## src/rtl/shift_seq_pkg.sv

```systemverilog
// rtl/shift_seq_pkg.sv - shared encodings and state type for the shift sequencer
// Contents:
//   OP_*    command op encodings carried on cmd_op
//   S_*     mode register select encodings driven on reg_s
//   state_t sequencer FSM states
//   is_shift() true for the multi-step ops (SHR/SHL)
package shift_seq_pkg;

    localparam logic [1:0] OP_LOAD = 2'b00;
    localparam logic [1:0] OP_INV  = 2'b01;
    localparam logic [1:0] OP_SHR  = 2'b10;
    localparam logic [1:0] OP_SHL  = 2'b11;

    // The register's select encoding lines up with the op encoding, so an
    // op can be driven onto reg_s unchanged once the operand is loaded.
    localparam logic [1:0] S_PASS = 2'b00;
    localparam logic [1:0] S_INV  = 2'b01;
    localparam logic [1:0] S_SHR  = 2'b10;
    localparam logic [1:0] S_SHL  = 2'b11;

    typedef enum logic [1:0] {
        ST_IDLE  = 2'b00,
        ST_LOAD  = 2'b01,
        ST_SHIFT = 2'b10,
        ST_DONE  = 2'b11
    } state_t;

    function automatic logic is_shift(input logic [1:0] op);
        return (op == OP_SHR) || (op == OP_SHL);
    endfunction

endpackage

```

## src/rtl/seq_down_counter.sv

```systemverilog
// rtl/seq_down_counter.sv - loadable down counter holding remaining shift steps
// Ports:
//   clk       in   clock, rising edge
//   reset     in   synchronous, active-high; clears the count
//   load      in   capture load_val (wins over dec)
//   load_val  in   CNT_W value to capture
//   dec       in   decrement by one, saturating at zero
//   count     out  CNT_W current remaining count
//   zero      out  count == 0
module seq_down_counter #(
    parameter int CNT_W = 3
) (
    input  logic             clk,
    input  logic             reset,
    input  logic             load,
    input  logic [CNT_W-1:0] load_val,
    input  logic             dec,
    output logic [CNT_W-1:0] count,
    output logic             zero
);

    logic [CNT_W-1:0] count_q;

    always_ff @(posedge clk) begin
        if (reset) begin
            count_q <= '0;
        end else if (load) begin
            count_q <= load_val;
        end else if (dec && (count_q != '0)) begin
            count_q <= count_q - 1'b1;
        end
    end

    assign count = count_q;
    assign zero  = (count_q == '0);

endmodule

```

## src/rtl/shift_seq_ctrl.sv

```systemverilog
// rtl/shift_seq_ctrl.sv - command sequencer driving a 4-bit mode register
// Ports:
//   clk        in   clock, all state on rising edge
//   reset      in   synchronous, active-high
//   cmd_valid  in   command present
//   cmd_ready  out  command accepted this cycle when valid (IDLE only)
//   cmd_op     in   2   LOAD / INVERT / SHR / SHL
//   cmd_data   in   WIDTH initial operand
//   cmd_count  in   CNT_W shift steps (SHR/SHL only)
//   reg_i      out  WIDTH register data input
//   reg_s      out  2   register mode select
//   reg_load   out  register load enable
//   reg_q      in   WIDTH register output, fed back during shifts
//   busy       out  high whenever not IDLE
//   done       out  one-cycle completion pulse
//   result     out  WIDTH register value, valid while done
module shift_seq_ctrl
    import shift_seq_pkg::*;
#(
    parameter int WIDTH = 4,
    parameter int CNT_W = 3
) (
    input  logic             clk,
    input  logic             reset,
    input  logic             cmd_valid,
    output logic             cmd_ready,
    input  logic [1:0]       cmd_op,
    input  logic [WIDTH-1:0] cmd_data,
    input  logic [CNT_W-1:0] cmd_count,
    output logic [WIDTH-1:0] reg_i,
    output logic [1:0]       reg_s,
    output logic             reg_load,
    input  logic [WIDTH-1:0] reg_q,
    output logic             busy,
    output logic             done,
    output logic [WIDTH-1:0] result
);

    state_t           state_q, state_d;
    logic [1:0]       op_q;
    logic [WIDTH-1:0] data_q;
    logic             accept;
    logic             cnt_dec;
    logic [CNT_W-1:0] remaining;
    logic             cnt_zero;

    seq_down_counter #(
        .CNT_W (CNT_W)
    ) u_counter (
        .clk      (clk),
        .reset    (reset),
        .load     (accept),
        .load_val (cmd_count),
        .dec      (cnt_dec),
        .count    (remaining),
        .zero     (cnt_zero)
    );

    always_ff @(posedge clk) begin
        if (reset) begin
            state_q <= ST_IDLE;
            op_q    <= OP_LOAD;
            data_q  <= '0;
        end else begin
            state_q <= state_d;
            if (accept) begin
                op_q   <= cmd_op;
                data_q <= cmd_data;
            end
        end
    end

    // Outputs are forced to their idle values while reset is high so that a
    // job in flight stops loading the register in the very cycle reset rises.
    always_comb begin
        state_d   = state_q;
        cmd_ready = 1'b0;
        accept    = 1'b0;
        cnt_dec   = 1'b0;
        reg_load  = 1'b0;
        reg_s     = S_PASS;
        reg_i     = '0;
        busy      = 1'b0;
        done      = 1'b0;
        if (!reset) begin
            case (state_q)
                ST_IDLE: begin
                    cmd_ready = 1'b1;
                    if (cmd_valid) begin
                        accept  = 1'b1;
                        state_d = ST_LOAD;
                    end
                end
                ST_LOAD: begin
                    busy     = 1'b1;
                    reg_load = 1'b1;
                    reg_i    = data_q;
                    // Shift jobs first load the operand unchanged, then shift.
                    reg_s    = is_shift(op_q) ? S_PASS : op_q;
                    state_d  = (is_shift(op_q) && !cnt_zero) ? ST_SHIFT : ST_DONE;
                end
                ST_SHIFT: begin
                    busy     = 1'b1;
                    reg_load = 1'b1;
                    reg_i    = reg_q;
                    reg_s    = op_q;
                    cnt_dec  = 1'b1;
                    // Leave after the step that consumes the last remaining count.
                    state_d  = (remaining == CNT_W'(1)) ? ST_DONE : ST_SHIFT;
                end
                ST_DONE: begin
                    busy    = 1'b1;
                    done    = 1'b1;
                    state_d = ST_IDLE;
                end
                default: begin
                    state_d = ST_IDLE;
                end
            endcase
        end
    end

    assign result = reg_q;

endmodule

```

## config.mk

```make
export PLATFORM = sky130hd
export DESIGN_NAME = shift_seq_ctrl
export DESIGN_NICKNAME = d
export VERILOG_FILES = /design/src/rtl/shift_seq_pkg.sv /design/src/rtl/seq_down_counter.sv /design/src/rtl/shift_seq_ctrl.sv
export SDC_FILE = /design/constraint.sdc
export NUM_CORES = 1
export LEC_CHECK = 0
export CORE_MARGIN = 5
export CORE_UTILIZATION = 45
export CTS_CLUSTER_DIAMETER = 60
export CTS_CLUSTER_SIZE = 12
export DETAILED_ROUTE_END_ITERATION = 8
export PLACE_DENSITY = 0.83
export SLEW_MARGIN = 20
export SYNTH_ARGS = -nofsm -noshare
export SYNTH_HDL_FRONTEND = slang
export SYNTH_SLANG_ARGS = --single-unit
```

## constraint.sdc

```tcl
create_clock -name clk -period 2.6 [get_ports clk]
set_input_delay 0.26 -clock clk [delete_from_list [all_inputs] [get_ports clk]]
set_output_delay 0.26 -clock clk [all_outputs]
set_load 0.005 [all_outputs]
```

**Word level (Yosys, flattened, before mapping)**

Index checks and enable logic that the tools add are counted.

- Add/sub/neg operators: 1
- Reduce and logical (&&, ||, !) cells: 10
- Equal/unequal tests: 7
- Multiplexer cells: 24

Operators by type and width:

| operator | count |
|---|---|
| two-way mux 1 bit | 15 |
| equality test 2 bit (second input constant) | 4 |
| case mux 2 bit (4 select lines) | 1 |
| case mux 4 bit (2 select lines) | 1 |
| two-way mux 2 bit | 3 |
| two-way mux 3 bit | 2 |
| two-way mux 4 bit | 1 |
| case mux 2 bit (2 select lines) | 1 |
| equality test 3 x 1 -> 1 bit (second input constant) | 1 |
| logical NOT 3 bit | 1 |
| nonzero test 3 bit | 1 |
| OR reduction 3 bit | 1 |
| subtractor 3 x 1 -> 3 bit (second input constant) | 1 |
| equality test 2 x 1 -> 1 bit (second input constant) | 1 |
| logical AND 1 bit | 2 |
| logical NOT 2 bit | 1 |
| inequality test 2 bit (second input constant) | 1 |
| nonzero test 2 bit | 1 |
| OR reduction 2 bit | 1 |
| logical NOT 1 bit | 1 |
| logical OR 1 bit | 1 |

- Input bits: 16
- Register bits after elaboration: 11
- Output and inout bits: 14
- Word-level logic and storage cells: 46

**Depth between registers and ports, before layout**

Gate-level depths: netlist of run 1.

- Depth after elaboration: 6
- Gate-level depth with buffers: 6
- Mapped depth without buffers: 5

**Cells and area by module**

From an unflattened synthesis of run 1, not the netlist that was laid out.

- Cell total of the unflattened synthesis: 89
- Area total of the unflattened synthesis: 742.0 um^2

By module, submodules not included:

| module | area an instance (um^2) | sequential area each (um^2) | cells an instance | instances |
|---|---|---|---|---|
| shift_seq_ctrl | 559.3 | 160.2 | 68 | 1 |
| seq_down_counter | 182.7 | 60.1 | 21 | 1 |

**Least setup slack after synthesis of run 1**

OpenSTA, ideal clock, no wires.

- Path type: reg2reg
- Start point: reg state_q[0]
- End point: reg u_counter.count_q[2] (netlist: u_counter.count[2])
- Data required time: 2.475 ns
- Period minus slack after synthesis: 1.415 ns
- Stages on the path, launching flop included: 7
- Library setup time: 0.125 ns
- Path buffers: 1
- Data arrival time: 1.290 ns
- Setup slack: 1.185 ns
- Path through: dfxtp_1 > inv_1 > ha_1 > and3b_1 > buf_4 > a311oi_1 > nor4_1

- Longest elaborated chain between the ends: 5
- Elaborated cells between the ends (all ways): 9
- Classes of those cells: 1 x eq/ne; 5 x mux; 3 x reduce/logical

RTL lines:

| what | RTL line | source |
|---|---|---|
| from (decl) | shift_seq_ctrl.sv:39 | `state_t state_q, state_d;` |
| from (signal assigned) | shift_seq_ctrl.sv:65 | `state_q <= state_d;` |
| equality test 2 bit | shift_seq_ctrl.sv:86 | `case (state_q)` |
| two-way mux 1 bit | shift_seq_ctrl.sv:86 |  |
| two-way mux 1 bit | shift_seq_ctrl.sv:85 | `if (!reset) begin` |
| logical AND 1 bit | seq_down_counter.sv:29 | `end else if (dec && (count_q != '0)) begin` |
| nonzero test 2 bit (no source line) | n/a |  |
| to (signal assigned) | seq_down_counter.sv:28 | `count_q <= load_val;` |
| to (signal assigned) | seq_down_counter.sv:30 | `count_q <= count_q - 1'b1;` |
| to (decl) | seq_down_counter.sv:22 | `logic [CNT_W-1:0] count_q;` |

Several ways; a longest one is shown, not always the timed one.
A chain may end at the register's enable or synchronous reset.

**Final worst setup path of run 1**

- Start point: reg state_q[1]
- End point: out reg_s[0]

- Longest elaborated chain between the ends: 3
- Elaborated cells between the ends (all ways): 4
- Classes of those cells: 2 x eq/ne; 2 x mux

RTL lines:

| what | RTL line | source |
|---|---|---|
| equality test 2 bit or equality test 2 x 1 -> 1 bit (tied branches) | shift_seq_ctrl.sv:86 |  |
| case mux 2 bit (2 select lines) * | shift_seq_ctrl.sv:86 |  |
| two-way mux 2 bit * | shift_seq_ctrl.sv:85 |  |
| to (decl) | shift_seq_ctrl.sv:31 | `output logic [1:0] reg_s,` |

Every way passes the cells marked *; elsewhere a longest branch is shown, timed or not.

==> results of run 1 <==
## kinds of logic (layout without fill, tap and decap cells)
| group | after synthesis | count (layout) | share of synthesized area, % |
|---|---|---|---|
| buf+inv | 13 | 41 | 9.06 |
| mux | 1 | 1 | 1.34 |
| fa+ha+maj | 8 | 8 | 13.4 |
| compound gates | 14 | 14 | 15.3 |
| simple gates | 40 | 40 | 31.4 |
| flops | 11 | 11 | 29.5 |
## metrics by stage
stage	worst slack (ps)	utilization, %	instance area, um^2	power (mW)
floorplan	1190	-	746	0.530
global placement	674	66.3	1020	0.669
detailed placement	633	66.3	1020	0.685
CTS	348	68.0	1050	0.811
global route	172	68.0	1050	0.869
finish	370	68.0	1050	0.802
## sequential cells by signal (all words and copies together), names as in the netlist
register,cells
state_q,2
op_q,2
u_counter.count,3
data_q,4
## routing by layer
metal / GRT usage, % / up-vias
met2: 24.2 / 14
met3: 5.92 / 4
li1: - / 356
met5: 0 / -
met4: 8.94 / 0
met1: 16.1 / 323
## layout by cell type, fill, tap and decap left out
cell type,count
and2b_1,2
a311oi_2,1
nand3b_1,5
a221oi_1,1
buf_4,1
and4_4,1
nand3_1,1
a21bo_2,1
nand2_1,12
a311oi_1,2
nand3b_4,1
clkbuf_4,3
a22oi_1,4
nand2b_1,3
a21o_1,1
nor2b_1,1
a21oi_1,2
nor3b_1,1
o31ai_1,2
ha_1,8
nor2_1,8
dfxtp_1,11
clkdlybuf4s50_1,29
and3b_1,1
inv_1,7
clkbuf_1,1
nor4_1,1
mux2i_1,1
and3_1,2
and2b_4,1
## layout make-up
cell class | instances | area [um^2] | area share (%)
multi-input combinational | 63 | 458 | 43.7
timing repair buffer | 30 | 298 | 28.4
sequential | 11 | 220 | 21.0
clock buffer | 4 | 26.3 | 2.51
inverter | 7 | 26.3 | 2.51
tap | 16 | 20.0 | 1.91
## synth_stat cells, types with 2 or more instances
cell | instances | area (um^2)
nand2b_1 | 3 | 18.8
dfxtp_1 | 11 | 220
nand2_1 | 12 | 45.0
o31ai_1 | 2 | 15.0
and3_1 | 2 | 12.5
inv_1 | 7 | 26.3
and2b_1 | 2 | 15.0
a311oi_1 | 2 | 17.5
a22oi_1 | 4 | 30.0
buf_4 | 5 | 37.5
ha_1 | 8 | 100
a21oi_1 | 2 | 10.0
nand3b_1 | 5 | 37.5
nor2_1 | 8 | 30.0
## power by group through the flow
stage,logic (mW),registers (mW),clock network [mW]
after floorplan,0.287,0.243,0
after global placement,0.421,0.248,0
after detailed placement,0.433,0.251,0
after CTS,0.436,0.248,0.127
after global routing,0.479,0.255,0.135
final,0.432,0.248,0.122
## worst max-delay path, delay by kind of cell (launching register included)
| family | cells | cell delay (ps) |
|---|---|---|
| buf+inv | 2 | 630 |
| fa+ha+maj | 1 | 300 |
| flops | 1 | 390 |
| simple gates | 2 | 370 |
## how the worst max path moves through the flow
stage | startpoint | endpoint | slack (ps) | depth (start not counted)
detailed placement | reset | reg_s[1] | 630 | 5
global placement | reset | reg_s[0] | 670 | 4
global route | state_q[1] | reg_s[0] | 170 | 5
floorplan | state_q[0] | u_counter.count[2] | 1190 | 6
CTS | state_q[1] | reg_s[0] | 350 | 5
finish | state_q[1] | reg_s[0] | 370 | 5
==> impl_metrics.py, run 1 <==
metrics = {
    "die": {
        "core_area_um2": 1540,
        "die_y_um": 50.7,
        "num_rows": 14,
        "die_w_um": 50.7,
        "dieArea_um2": 2570,
        "num_io_pins": 30,
        "initial_core_util_pct": 48.4,
    },
    "critical_path": {
        "crit_path_max_fanout": 6,
        "cp-end-kind": "output pin",
        "cp_slowest_stage_delay_ps": 530,
        "r2r_slack_ps": 1030,
        "rr_worst_depth": 5,
        "path_class": "register to output pin",
        "r2r-end": "u_counter.count[2]",
        "start_kind": "register",
        "cpMaxStageDelayCell": "clkdlybuf4s50_1",
        "arrival_ps": 1970,
        "worstPathRequired_ps": 2340,
        "crit_path_cell_trace": "inv_1 > ha_1 > nand2b_1 > nor3b_1 > clkdlybuf4s50_1",
        "r2r-start": "state_q[0]",
    },
    "clocking": {
        "clkTransAtPathRegs_ps": 70,
        "numCtsBuffers": 3,
        "postCtsSetupRepairBufs": 0,
        "cts-htree-levels": 1,
        "clock_latency_ps": 280,
        "hold_buffers": 0,
        "root_buffer": "clkbuf_4",
        "clock-sinks": 11,
        "cts.path.max_buffers": 2,
        "cts_tree": "done",
        "cts_resized": 0,
    },
    "logic_synthesis": {
        "synth.distinct_cells": 28,
        "syn-num-nets": 111,
        "async_flop_share_pct": 0,
        "yosys_warnings": 0,
        "synth_edf_count": 0,
        "synth_area_um2": 746,
        "yosys_most_used_dff": "dfxtp_1",
        "ys_seq_elements": 11,
        "seq_area_frac_synth_pct": 29.5,
        "netlist_instances": 87,
        "avgSynthCellArea_um2": 8.57,
    },
    "route": {
        "drt-total-wl_mm": 1.83,
        "drc": 0,
        "drtAntennaViolNets": 0,
        "met3_length_um": 103,
        "drt-wirelength-per-cell_um": 14.0,
        "viasPerCell": 5.32,
        "routed.top_layer": "met4",
        "met2WireLength_um": 934,
        "first_pass_iters": 4,
        "drt-initial-drc-count": 15,
        "wl_met1_um": 760,
        "via_count": 697,
    },
    "power": {
        "p_sw_uw": 317,
        "power_frac_seq_pct": 30.9,
        "max-vdd-ir-drop_mv": 0.451,
        "internal_power_uw": 485,
        "clockPowerShare_pct": 15.3,
        "powerDensity_nw_per_um2": 765,
        "power_leakage_nw": 0.451,
        "power_frac_comb_pct": 53.9,
        "switching_share_pct": 39.5,
    },
    "place": {
        "dp_cells": 127,
        "hpwl_mm": 1.39,
        "routabilityCongestion": 0.852,
        "port_buffers": 29,
    },
    "finish": {
        "layout-drive-gt1-share_pct": 7.83,
        "fin_cells": 131,
        "fillers": 136,
        "syn2layout_area_growth_pct": 40.6,
        "diodes": 0,
        "layout.nets": 140,
    },
    "timing": {
        "setup_viol": 0,
        "timing.final.crit_share_pct": 85.8,
        "maxSlewHeadroom_pct": 75.7,
        "fin_setup_tns_ps": 0,
        "fin_skew_ps": 6.72,
        "period_needed_ps": 2230,
        "rsz0062_at_grt": "false",
        "hold_viol_final": 0,
        "tightest_slew_ps": 364,
        "timing.hold.ws_ps": 475,
        "max_clock_freq_mhz": 449,
        "finalMaxSlewViolations": 0,
    },
    "run": {
        "cap_violations": 0,
    },
    "global_routing": {
        "antenna_found_initial": 0,
        "first_global_vias": 623,
        "track_usage_pct": 14.9,
        "grt_pass1_wl_mm": 2.84,
        "grt-ovfl-total": 0,
        "grt_max_degree": 18,
    },
    "worst_hold_path": {
        "worstHoldEndpoint": "data_q[1]",
        "hold_start": "data_q[1]",
        "hold_class": "register to register",
        "hold_depth": 2,
    },
    "status": {
        "status": "finished, final reports clean",
    },
}
Note: power is estimated with default switching activity, not from simulation.
==> run 2: changes to the inputs <==
- CORE_MARGIN: 5 -> 8
- MAX_ROUTING_LAYER: not set -> met4
==> impl_metrics.py, run 2 (synthesis results as in run 1) <==
metrics = {
    "clocking": {
        "clock_latency_ps": 280,
        "cts.path.max_buffers": 2,
        "clkTransAtPathRegs_ps": 80,
        "hold_buffers": 0,
        "root_buffer": "clkbuf_4",
        "cts_resized": 0,
        "postCtsSetupRepairBufs": 0,
        "cts-htree-levels": 1,
        "numCtsBuffers": 3,
        "cts_tree": "done",
        "clock-sinks": 11,
    },
    "timing": {
        "maxSlewHeadroom_pct": 74.7,
        "finalMaxSlewViolations": 0,
        "fin_setup_tns_ps": 0,
        "setup_viol": 0,
        "tightest_slew_ps": 380,
        "max_clock_freq_mhz": 441,
        "fin_skew_ps": 8.90,
        "period_needed_ps": 2270,
        "timing.hold.ws_ps": 472,
        "setup_ws_ps": 332,
        "timing.final.crit_share_pct": 87.2,
        "rsz0062_at_grt": "false",
        "hold_viol_final": 0,
    },
    "die": {
        "initial_core_util_pct": 48.9,
        "die_y_um": 56.7,
        "num_rows": 14,
        "num_io_pins": 30,
        "die_w_um": 56.7,
        "core_area_um2": 1520,
        "dieArea_um2": 3220,
    },
    "place": {
        "port_buffers": 29,
        "routabilityCongestion": 0.779,
        "pre_cts_ws_ps": 640,
        "dp_cells": 127,
        "hpwl_mm": 1.42,
        "placed_area_um2": 1020,
    },
    "critical_path": {
        "cp.buffers_inverters": 2,
        "crit_path_max_fanout": 6,
        "cpMaxStageDelayCell": "clkdlybuf4s50_1",
        "r2r_slack_ps": 960,
        "crit_path_cell_trace": "inv_1 > ha_1 > nand2b_1 > nor3b_1 > clkdlybuf4s50_1",
        "worstPathRequired_ps": 2340,
        "path_delay_family": "buffers and inverters",
        "path_class": "register to output pin",
        "cp-end-kind": "output pin",
        "start_kind": "register",
        "cp_slowest_stage_delay_ps": 550,
        "arrival_ps": 2010,
    },
    "global_routing": {
        "grt_pass1_wl_mm": 3.17,
        "track_usage_pct": 12.2,
        "grt-ovfl-total": 0,
        "grt_max_degree": 18,
        "antenna_found_initial": 0,
        "first_global_vias": 687,
    },
    "route": {
        "first_pass_iters": 4,
        "drt-initial-drc-count": 14,
        "via_count": 681,
        "drc": 0,
        "drtAntennaViolNets": 0,
        "drt-wirelength-per-cell_um": 14.3,
        "drt-total-wl_mm": 1.87,
        "viasPerCell": 5.20,
    },
    "finish": {
        "layout-drive-gt1-share_pct": 7.83,
        "fin_cells": 131,
        "final_area_um2": 1050,
        "fin_util_pct": 68.8,
        "mostFrequentLayoutCell": "clkdlybuf4s50_1",
        "layout.nets": 140,
        "largest_reg_flops": 4,
        "syn2layout_area_growth_pct": 40.6,
        "layout_common_cells": "29 x clkdlybuf4s50_1, 12 x nand2_1, 11 x dfxtp_1, 8 x nor2_1, 8 x ha_1",
        "diodes": 0,
        "regMostFlops": "data_q",
    },
    "power": {
        "max-vdd-ir-drop_mv": 0.440,
        "finalPower_uw": 797,
        "powerDensity_nw_per_um2": 760,
        "power_leakage_nw": 0.451,
    },
    "run": {
        "cap_violations": 0,
    },
    "status": {
        "status": "finished, final reports clean",
    },
    "worst_hold_path": {
        "hold_class": "register to register",
    },
}
==> run 2: cell counts in the layout (fill, tap and decap cells not counted) <==
Identical to the previous run, type by type.
==> run 2: worst paths after layout <==
path	from	cells after the start	endpoint
worst max register to register	state_q[0]	5	u_counter.count[2]
worst min register to register	op_q[0]	2	op_q[0]
worst min-delay path	op_q[0]	2	op_q[0]
worst max-delay path	state_q[1]	5	reg_s[0]
==> run 2: where the power goes <==
group,total (mW),internal [mW],switching (mW)
combinational,0.425,0.208,0.217
sequential,0.248,0.215,0.0321
clock,0.124,0.0596,0.0644
total,0.797,0.483,0.314
==> run 2: metal layers <==
| layer | part of all wire [%] | vias to the layer above | GRT usage (%) |
|---|---|---|---|
| li1 | - | 353 | - |
| met1 | 44 | 310 | 12.8 |
| met2 | 50 | 13 | 20.7 |
| met3 | 3.8 | 5 | 2.92 |
| met4 | 2.0 | 0 | 6.19 |
| met5 | 0 | - | - |
==> run 2: worst register-to-register path, cell delays in order, from the launching register on <==
cell	delay, ps
dfxtp_1	330
inv_1	130
ha_1	270
and3b_1	430
a311oi_1	90
nor4_1	290
==> run 2: final cells by class <==
| type | instances | area [um^2] |
|---|---|---|
| repair buffers | 30 | 298 |
| flip-flops and latches | 11 | 220 |
| well taps | 16 | 20.0 |
| inverters | 7 | 26.3 |
| multi-input cells | 63 | 458 |
| fillers | 126 | 475 |
| clock buffers | 4 | 26.3 |
